<file path="src/rtl/dmem_arb_pkg.sv">
// Shared types and funct3 encodings for the two-port data-memory arbiter.
package dmem_arb_pkg;

    typedef enum logic [1:0] {
        StIdle,
        StIssue,
        StResp
    } state_t;

    localparam logic [2:0] F3_B  = 3'b000;
    localparam logic [2:0] F3_H  = 3'b001;
    localparam logic [2:0] F3_W  = 3'b010;
    localparam logic [2:0] F3_BU = 3'b100;
    localparam logic [2:0] F3_HU = 3'b101;

    typedef struct packed {
        logic        write;
        logic [31:0] addr;
        logic [31:0] wdata;
        logic [2:0]  funct3;
    } req_t;

    typedef enum logic [1:0] {
        SzByte,
        SzHalf,
        SzWord
    } size_t;

    // Encodings that are neither byte nor halfword are checked as words.
    function automatic size_t access_size(input logic [2:0] funct3);
        size_t sz;
        case (funct3)
            F3_B, F3_BU: sz = SzByte;
            F3_H, F3_HU: sz = SzHalf;
            default:     sz = SzWord;
        endcase
        return sz;
    endfunction

endpackage

</file>
<file path="src/rtl/dmem_arb_align_chk.sv">
// Combinational alignment and range check for one data-memory access.
module dmem_arb_align_chk
    import dmem_arb_pkg::*;
#(
    parameter int unsigned MEM_WORDS = 1024
) (
    input  logic [31:0] addr,
    input  logic [2:0]  funct3,
    output logic        err
);

    // One extra bit so a memory filling the whole address space cannot overflow.
    localparam logic [32:0] ADDR_LIMIT = 33'(MEM_WORDS) << 2;

    logic misaligned;
    logic out_of_range;

    always_comb begin
        misaligned = 1'b0;
        unique case (access_size(funct3))
            SzByte:  misaligned = 1'b0;
            SzHalf:  misaligned = addr[0];
            default: misaligned = (addr[1:0] != 2'b00);
        endcase
    end

    assign out_of_range = ({1'b0, addr} >= ADDR_LIMIT);
    assign err          = misaligned | out_of_range;

endmodule

</file>
<file path="src/rtl/dmem_arbiter.sv">
// Two-port data-memory arbiter: IDLE -> ISSUE -> RESP per transaction.
// Define DMEM_ARB_RR_EN for round-robin arbitration instead of fixed p0 priority.
module dmem_arbiter
    import dmem_arb_pkg::*;
#(
    parameter int unsigned MEM_WORDS = 1024
) (
    input  logic        clk,
    input  logic        rst,
    input  logic        p0_req_valid,
    input  logic        p1_req_valid,
    output logic        p0_req_ready,
    output logic        p1_req_ready,
    input  logic        p0_req_write,
    input  logic        p1_req_write,
    input  logic [31:0] p0_req_addr,
    input  logic [31:0] p1_req_addr,
    input  logic [31:0] p0_req_wdata,
    input  logic [31:0] p1_req_wdata,
    input  logic [2:0]  p0_req_funct3,
    input  logic [2:0]  p1_req_funct3,
    output logic        p0_rsp_valid,
    output logic        p1_rsp_valid,
    output logic [31:0] p0_rsp_rdata,
    output logic [31:0] p1_rsp_rdata,
    output logic        p0_rsp_err,
    output logic        p1_rsp_err,
    output logic        mem_write,
    output logic [31:0] mem_addr,
    output logic [31:0] mem_wdata,
    output logic [2:0]  mem_funct3,
    input  logic [31:0] mem_rdata
);

    state_t      state_q, state_d;
    req_t        issue_q;
    logic        issue_port_q;
    logic [31:0] rsp_rdata0_q, rsp_rdata1_q;
    logic        rsp_err0_q, rsp_err1_q;

    req_t        req0, req1;
    logic        gnt0, gnt1;
    logic        handshake;
    logic        issue_err;
    logic        in_issue;
    logic        in_resp;
    logic [31:0] rsp_word;

`ifdef DMEM_ARB_RR_EN
    logic        rr_p1_q;
`endif

    assign req0 = '{write: p0_req_write, addr: p0_req_addr, wdata: p0_req_wdata,
                    funct3: p0_req_funct3};
    assign req1 = '{write: p1_req_write, addr: p1_req_addr, wdata: p1_req_wdata,
                    funct3: p1_req_funct3};

    dmem_arb_align_chk #(
        .MEM_WORDS(MEM_WORDS)
    ) u_align_chk (
        .addr  (issue_q.addr),
        .funct3(issue_q.funct3),
        .err   (issue_err)
    );

    always_comb begin
        gnt0 = 1'b0;
        gnt1 = 1'b0;
        if (state_q == StIdle && !rst) begin
`ifdef DMEM_ARB_RR_EN
            if (p0_req_valid && p1_req_valid) begin
                gnt0 = !rr_p1_q;
                gnt1 = rr_p1_q;
            end else begin
                gnt0 = p0_req_valid;
                gnt1 = p1_req_valid;
            end
`else
            gnt0 = p0_req_valid;
            gnt1 = p1_req_valid && !p0_req_valid;
`endif
        end
    end

    assign handshake = gnt0 | gnt1;

    always_comb begin
        state_d = state_q;
        unique case (state_q)
            StIdle:  if (handshake) state_d = StIssue;
            StIssue: state_d = StResp;
            StResp:  state_d = StIdle;
            default: state_d = StIdle;
        endcase
    end

    assign rsp_word = (issue_q.write || issue_err) ? 32'h0 : mem_rdata;

    always_ff @(posedge clk) begin
        if (rst) begin
            state_q      <= StIdle;
            issue_q      <= '0;
            issue_port_q <= 1'b0;
            rsp_rdata0_q <= 32'h0;
            rsp_rdata1_q <= 32'h0;
            rsp_err0_q   <= 1'b0;
            rsp_err1_q   <= 1'b0;
`ifdef DMEM_ARB_RR_EN
            rr_p1_q      <= 1'b0;
`endif
        end else begin
            state_q <= state_d;
            if (handshake) begin
                issue_q      <= gnt0 ? req0 : req1;
                issue_port_q <= gnt1;
`ifdef DMEM_ARB_RR_EN
                rr_p1_q      <= gnt0;
`endif
            end
            if (state_q == StIssue) begin
                if (issue_port_q) begin
                    rsp_rdata1_q <= rsp_word;
                    rsp_err1_q   <= issue_err;
                end else begin
                    rsp_rdata0_q <= rsp_word;
                    rsp_err0_q   <= issue_err;
                end
            end
        end
    end

    // Outputs are gated by rst so every output reads 0 during the reset cycle itself.
    assign in_issue = (state_q == StIssue) && !rst;
    assign in_resp  = (state_q == StResp) && !rst;

    assign p0_req_ready = gnt0;
    assign p1_req_ready = gnt1;

    assign mem_write  = in_issue && issue_q.write && !issue_err;
    assign mem_addr   = in_issue ? issue_q.addr : 32'h0;
    assign mem_wdata  = in_issue ? issue_q.wdata : 32'h0;
    assign mem_funct3 = in_issue ? issue_q.funct3 : 3'b000;

    assign p0_rsp_valid = in_resp && !issue_port_q;
    assign p1_rsp_valid = in_resp && issue_port_q;
    assign p0_rsp_rdata = rst ? 32'h0 : rsp_rdata0_q;
    assign p1_rsp_rdata = rst ? 32'h0 : rsp_rdata1_q;
    assign p0_rsp_err   = rsp_err0_q && !rst;
    assign p1_rsp_err   = rsp_err1_q && !rst;

endmodule

</file>
<file path="config.mk">
export PLATFORM = sky130hd
export DESIGN_NAME = dmem_arbiter
export DESIGN_NICKNAME = d
export VERILOG_FILES = /design/src/rtl/dmem_arb_pkg.sv /design/src/rtl/dmem_arb_align_chk.sv /design/src/rtl/dmem_arbiter.sv
export SDC_FILE = /design/constraint.sdc
export NUM_CORES = 1
export LEC_CHECK = 0
export ABC_AREA = 1
export BUFFER_PORTS_ARGS = -buffer_cell sky130_fd_sc_hd__buf_2
export CAP_MARGIN = 20
export CORE_ASPECT_RATIO = 0.75
export CORE_UTILIZATION = 49
export CTS_BUF_LIST = sky130_fd_sc_hd__clkbuf_4 sky130_fd_sc_hd__clkbuf_8
export CTS_CLUSTER_DIAMETER = 100
export DETAILED_ROUTE_END_ITERATION = 10
export MAX_ROUTING_LAYER = met4
export PLACE_DENSITY_LB_ADDON = 0.2
export SYNTH_ARGS = -nofsm -noshare
export SYNTH_HDL_FRONTEND = slang
export SYNTH_HIERARCHICAL = 1
export SYNTH_SLANG_ARGS = --single-unit
</file>
<file path="constraint.sdc">
create_clock -name clk -period 3.7 [get_ports clk]
set_clock_uncertainty 0.2 [all_clocks]
set_input_delay 0.185 -clock clk [delete_from_list [all_inputs] [get_ports clk]]
set_output_delay 0.185 -clock clk [all_outputs]
set_load 0.05 [all_outputs]
</file>
# Word-level counts from Yosys, hierarchy flattened
# Cells that the tools add are included.
[totals]
output_inout_bits = 138
input_bits = 172
romBits = 0
mem_count = 0
latch_bits = 0
register_bits = 137
mem_bits_rw = 0
[classes]
mux = 13
n_reduce_logical = 23
n_eq_ne = 7
n_addsub = 0
bitwise = 3
n_lt_le_gt_ge = 1
n_div = 0
mul = 0
shifts = 0
[ops]
columns = ["op", "n"]
rows = [
  ["two-way mux 32 bit", 5],
  ["two-way mux 68 bit", 1],
  ["greater-or-equal comparator 32 x 13 -> 1 bit (second input constant)", 1],
  ["logical AND 1 bit", 10],
  ["case mux 2 bit (2 select lines)", 2],
  ["== test 3 bit (second input constant)", 2],
  ["== test 2 x 1 -> 1 bit (second input constant)", 2],
  ["zero test 1 bit", 4],
  ["zero test 2 bit", 2],
  ["AND reduction 2 bit", 2],
  ["OR reduction 2 bit", 2],
  ["== test 3 x 1 -> 1 bit (second input constant)", 1],
  ["zero test 3 bit", 1],
  ["two-way mux 3 bit", 1],
  ["== test 2 bit (second input constant)", 1],
  ["two-way mux 1 bit", 2],
  ["two-way mux 2 bit", 1],
  ["inequality test 2 bit (second input constant)", 1],
  ["OR 1 bit", 2],
  ["case mux 1 bit (2 select lines)", 1],
  ["nonzero test 2 bit", 1],
  ["logical OR 1 bit", 1],
  ["inverter 1 bit", 1],
]

# Logic depth before layout (Yosys ltp)
[depth]
word_depth = 8
mapped_depth = 12
mapped_depth_nobuf = 11

# By module
# The synthesis kept the hierarchy.
[modules_own_cells]
columns = ["mod", "cells_per_inst", "n_inst", "area_each_um2"]
rows = [
  ["dmem_arbiter", 1185, 1, 7355.8],
  ["dmem_arb_align_chk", 34, 1, 145.1],
]

# Least setup slack after synthesis
# Ideal clock, no wire load.
[synth_path]
kind = "reg2out"
from = "register state_q[1]"
to = "output mem_funct3[0]"
t_required_ps = 3315
slack_ps = 1652
arrival_time_ps = 1663
n_path_buf = 2
stages_incl_launch_ff = 8
path_cell_list = "dfxtp_1 -> inv_1 -> nand2_1 -> nor2_1 -> inv_2 -> buf_2 -> buf_2 -> nor2_1"
[synth_between]
elab_chain_cells = 3
[synth_lines]
columns = ["element", "line", "source"]
rows = [
  ["from (decl)", "dmem_arbiter.sv:35", "state_t state_q, state_d;"],
  ["from (signal assigned)", "dmem_arbiter.sv:101", "state_q <= StIdle;"],
  ["from (signal assigned)", "dmem_arbiter.sv:112", "state_q <= state_d;"],
  ["== test 2 x 1 -> 1 bit", "dmem_arbiter.sv:133", "assign in_issue = (state_q == StIssue) && !rst;"],
  ["logical AND 1 bit", "dmem_arbiter.sv:133", ""],
  ["two-way mux 3 bit", "dmem_arbiter.sv:142", "assign mem_funct3 = in_issue ? issue_q.funct3 : 3'b000;"],
  ["to (decl)", "dmem_arbiter.sv:31", "output logic [2:0] mem_funct3,"],
]
# No other way between the ends.

# Final worst setup path
[layout_path]
from = "register state_q[1]"
to = "register issue_q[61] (netlist name)"
[layout_between]
elab_chain_cells = 4
word_cells_on_any_way = 6
classes_between = "mux (3); bitwise (1); reduce/logical (2)"
[layout_lines]
columns = ["element", "line", "source"]
rows = [
  ["zero test 2 bit *", "dmem_arbiter.sv:69", "if (state_q == StIdle && !rst) begin"],
  ["logical AND 1 bit *", "dmem_arbiter.sv:69", ""],
  ["two-way mux 1 bit", "dmem_arbiter.sv:69", ""],
  ["two-way mux 68 bit or OR 1 bit (tied branches)", "dmem_arbiter.sv:114, dmem_arbiter.sv:85", ""],
  ["to (signal assigned)", "dmem_arbiter.sv:114", "issue_q <= gnt0 ? req0 : req1;"],
  ["to (decl)", "dmem_arbiter.sv:36", "req_t issue_q;"],
]
# Every way passes the cells marked *; elsewhere a longest branch is shown, timed or not.
# A chain may end at the register's enable or synchronous reset.

==> results.sh <==
export IMPL_outcome="finished clean"
export IMPL_ant_nets=0
export IMPL_synth_edf_count=0
export IMPL_root_buffer="clkbuf_8"
export IMPL_viasPerCell=5.05
export IMPL_rrSetupSlack_ns=0.33
export IMPL_synthMuxAreaShare_pct=0
export IMPL_gp_congestion=0.847
export IMPL_r2r_cells=7
export IMPL_grt_pass1_vias=8690
export IMPL_path_buf_inv=2
export IMPL_ys_warn_count=6
export IMPL_drc_errors=0
export IMPL_setup_tns_ns=0
export IMPL_die_area_um2=15800
export IMPL_synthAdderAreaFrac_pct=0
export IMPL_worstSetupEndpointType="flip-flop"
export IMPL_cp_cell_sequence="nor2_4 > nand3_2 > nand2_4 > buf_4 > nand3_1 > dlygate4sd3_1 > a21oi_1"
export IMPL_vdd_drop_max_mv=0.212
export IMPL_path_class="flip-flop to flip-flop"
export IMPL_worst_slew_pin_slew_ns=0.882
export IMPL_avgSynthCellArea_um2=6.15
export IMPL_path_depth=7
export IMPL_post_route_period_util_pct=91.0
export IMPL_synth_nets=1391
export IMPL_firstDrtPassIters=7
export IMPL_synth_xor_area_share_pct=0
export IMPL_p_total_mw=4.24
export IMPL_hold_path_class="input pin to flip-flop"
export IMPL_drive_gt1_share_pct=22.3
export IMPL_rsz0062_at_grt="false"
export IMPL_synth_compound_area_share_pct=13.2
export IMPL_drt_iter0_drc=745
export IMPL_worstSkewPairLatency_ns=0.44
export IMPL_io_buffers=309
export IMPL_grt_max_degree=91
export IMPL_hpwl_um=15100
export IMPL_start_util_pct=51.1
export IMPL_synth_seq_cells=137
export IMPL_maxCapViolCount=0
export IMPL_synth_top_family_by_area="simple AND/OR/NAND/NOR gates"
export IMPL_power_leakage_nw=5.54
export IMPL_netlist_area_um2=7500
export IMPL_finalSetupViolations=0
export IMPL_track_usage_pct=33.4
export IMPL_yosysSeqAreaShare_pct=36.6
export IMPL_drv_slew=0
export IMPL_max_clock_freq_ghz=0.297
export IMPL_required_ns=3.86
export IMPL_synth_most_common_cell="inv_1"
export IMPL_synthArstFlopShare_pct=0
export IMPL_avgRoutedWirePerCell_um=14.0
export IMPL_clock_path_buffers=2
export IMPL_die_w_um=145
export IMPL_yosys_area_share_simple_pct=29.3
export IMPL_vias=9343
export IMPL_overflow=0
export IMPL_worst_hold_slack_ns=0.0550
export IMPL_postCtsSetupBuffers=0
export IMPL_wirelength_um=26000
export IMPL_cts_sink_count=137
export IMPL_p_per_area_nw_per_um2=380
export IMPL_clk_pin_slew_worst_paths_ns=0.08
export IMPL_synthDistinctLibCells=22
export IMPL_crit_arrival_ns=3.53
export IMPL_synth_common_cells="inv_1 (302), nor2_1 (170), nand3_1 (139)"
export IMPL_crit_end="issue_q[61]$_SDFFE_PP0P_"
export IMPL_grt_pass1_wl_um=40400
export IMPL_period_needed_ns=3.37
export IMPL_syn_to_final_growth_pct=48.9
export IMPL_cts_made_buffers=17
export IMPL_core_rowCount=38
export IMPL_postSynthCellCount=1219
export IMPL_critPathTopFamily="simple AND/OR/NAND/NOR gates"
export IMPL_htreeDepth=4
export IMPL_synth_top_area_share_pct=36.6
export IMPL_relSlewSlack_pct=41.2
export IMPL_hold_viol_final=0
export IMPL_synth_top_area_cell="dfxtp_1"
export IMPL_antenna_found_initial=3
export IMPL_cp_start_kind="flip-flop"
export IMPL_synth_area_top_cells="dfxtp_1 (37%), inv_1 (15%), nand3_1 (9.3%)"
export IMPL_r2r_start="state_q[1]$_SDFFE_PP0P_"
export IMPL_die_h_um=109
export IMPL_cts_tree="done"
export IMPL_cpPeakStageDelay_ns=0.61
export IMPL_rr_endpoint="issue_q[61]$_SDFFE_PP0P_"
export IMPL_fin_nets=1807
export IMPL_ios=310
export IMPL_yosys_most_used_dff="dfxtp_1"
export IMPL_cpMaxStageDelayCell="dlygate4sd3_1"
export IMPL_crit_start="state_q[1]$_SDFFE_PP0P_"
export IMPL_fp_coreArea_um2=14700
export IMPL_critPathMaxFanout=26
-- cells in the final DEF (no fill, tap or decap), types with 5 or more instances in the layout --
cell type and n:
dlygate4sd3_1 168, inv_6 5, nand2_1 101, inv_1 302, a21oi_1 131, nor2_1 170
o21ai_0 43, nand3_1 138, bufinv_16 5, dfxtp_1 137, buf_4 14, nand4_1 68
buf_2 308, clkbuf_8 17, o21ai_1 21
-- registers in the layout, summed over array words and instances, names as in the netlist --
name / cells
issue_q: 68
issue_port_q: 1
rsp_err1_q: 1
state_q: 2
rsp_err0_q: 1
rsp_rdata0_q: 32
rsp_rdata1_q: 32
-- timing repair --
action,in CTS,in global routing
endpoints found under the setup margin,0,5
resized for setup,0,1
hold buffers,168,0
endpoints found under the hold margin,132,0
-- power by group --
part,switching [mW],internal [mW]
combinational,0.698,0.432
clock,0.636,0.820
sequential,0.0615,1.59
total,1.40,2.85
-- cell type report --
type | count | area, um2
Fill cell | 1134 | 3520
Timing Repair Buffer | 491 | 3350
Multi-Input combinational cell | 682 | 3210
Sequential cell | 137 | 2740
Inverter | 306 | 1150
Tap cell | 200 | 250
Clock buffer | 17 | 234
Clock inverter | 14 | 233
Antenna cell | 3 | 7.51
-- worst min-delay path by stage --
stage / slack, ns / cells after the start / end / startpoint
after floorplan: 0.15 / 2 / rsp_rdata1_q[0]$_SDFFE_PP0P_ / mem_rdata[0]
after global placement: 0.24 / 2 / rsp_rdata0_q[7]$_SDFFE_PP0P_ / rsp_rdata0_q[7]$_SDFFE_PP0P_
after detailed placement: 0.24 / 2 / rsp_rdata0_q[27]$_SDFFE_PP0P_ / rsp_rdata0_q[27]$_SDFFE_PP0P_
after CTS: 0.03 / 2 / issue_port_q$_SDFFE_PP0P_ / rst
after global routing: 0.05 / 2 / issue_port_q$_SDFFE_PP0P_ / rst
final: 0.06 / 2 / issue_port_q$_SDFFE_PP0P_ / rst
-- cell families (layout without fill, tap and decap cells) --
logic type	after synthesis	in the layout
simple gates	486	486
other cells	0	3
compound gates	196	196
buf+inv	400	828
flops	137	137
-- per-layer routing --
metal / up-vias / routed length (um) / GRT usage [%]
li1: 4604 / - / -
met1: 4174 / 10900 / 39.5
met2: 475 / 12100 / 54.2
met3: 90 / 2060 / 6.76
met4: 0 / 873 / 16.6
met5: - / 0 / -
-- through the flow --
stage                     instances  setup WS [ns]  instance area [um2]  utilization, %
after floorplan                1219           1.65                 7500               -
after global placement         1648          0.684                 9010            61.3
after detailed placement       1648          0.672                 9010            61.3
after CTS                      1847          0.343                11200            75.9
after global routing           1850          0.116                11200            76.0
final                          1850          0.332                11200            76.0
Power figures use the tool's default switching activity.
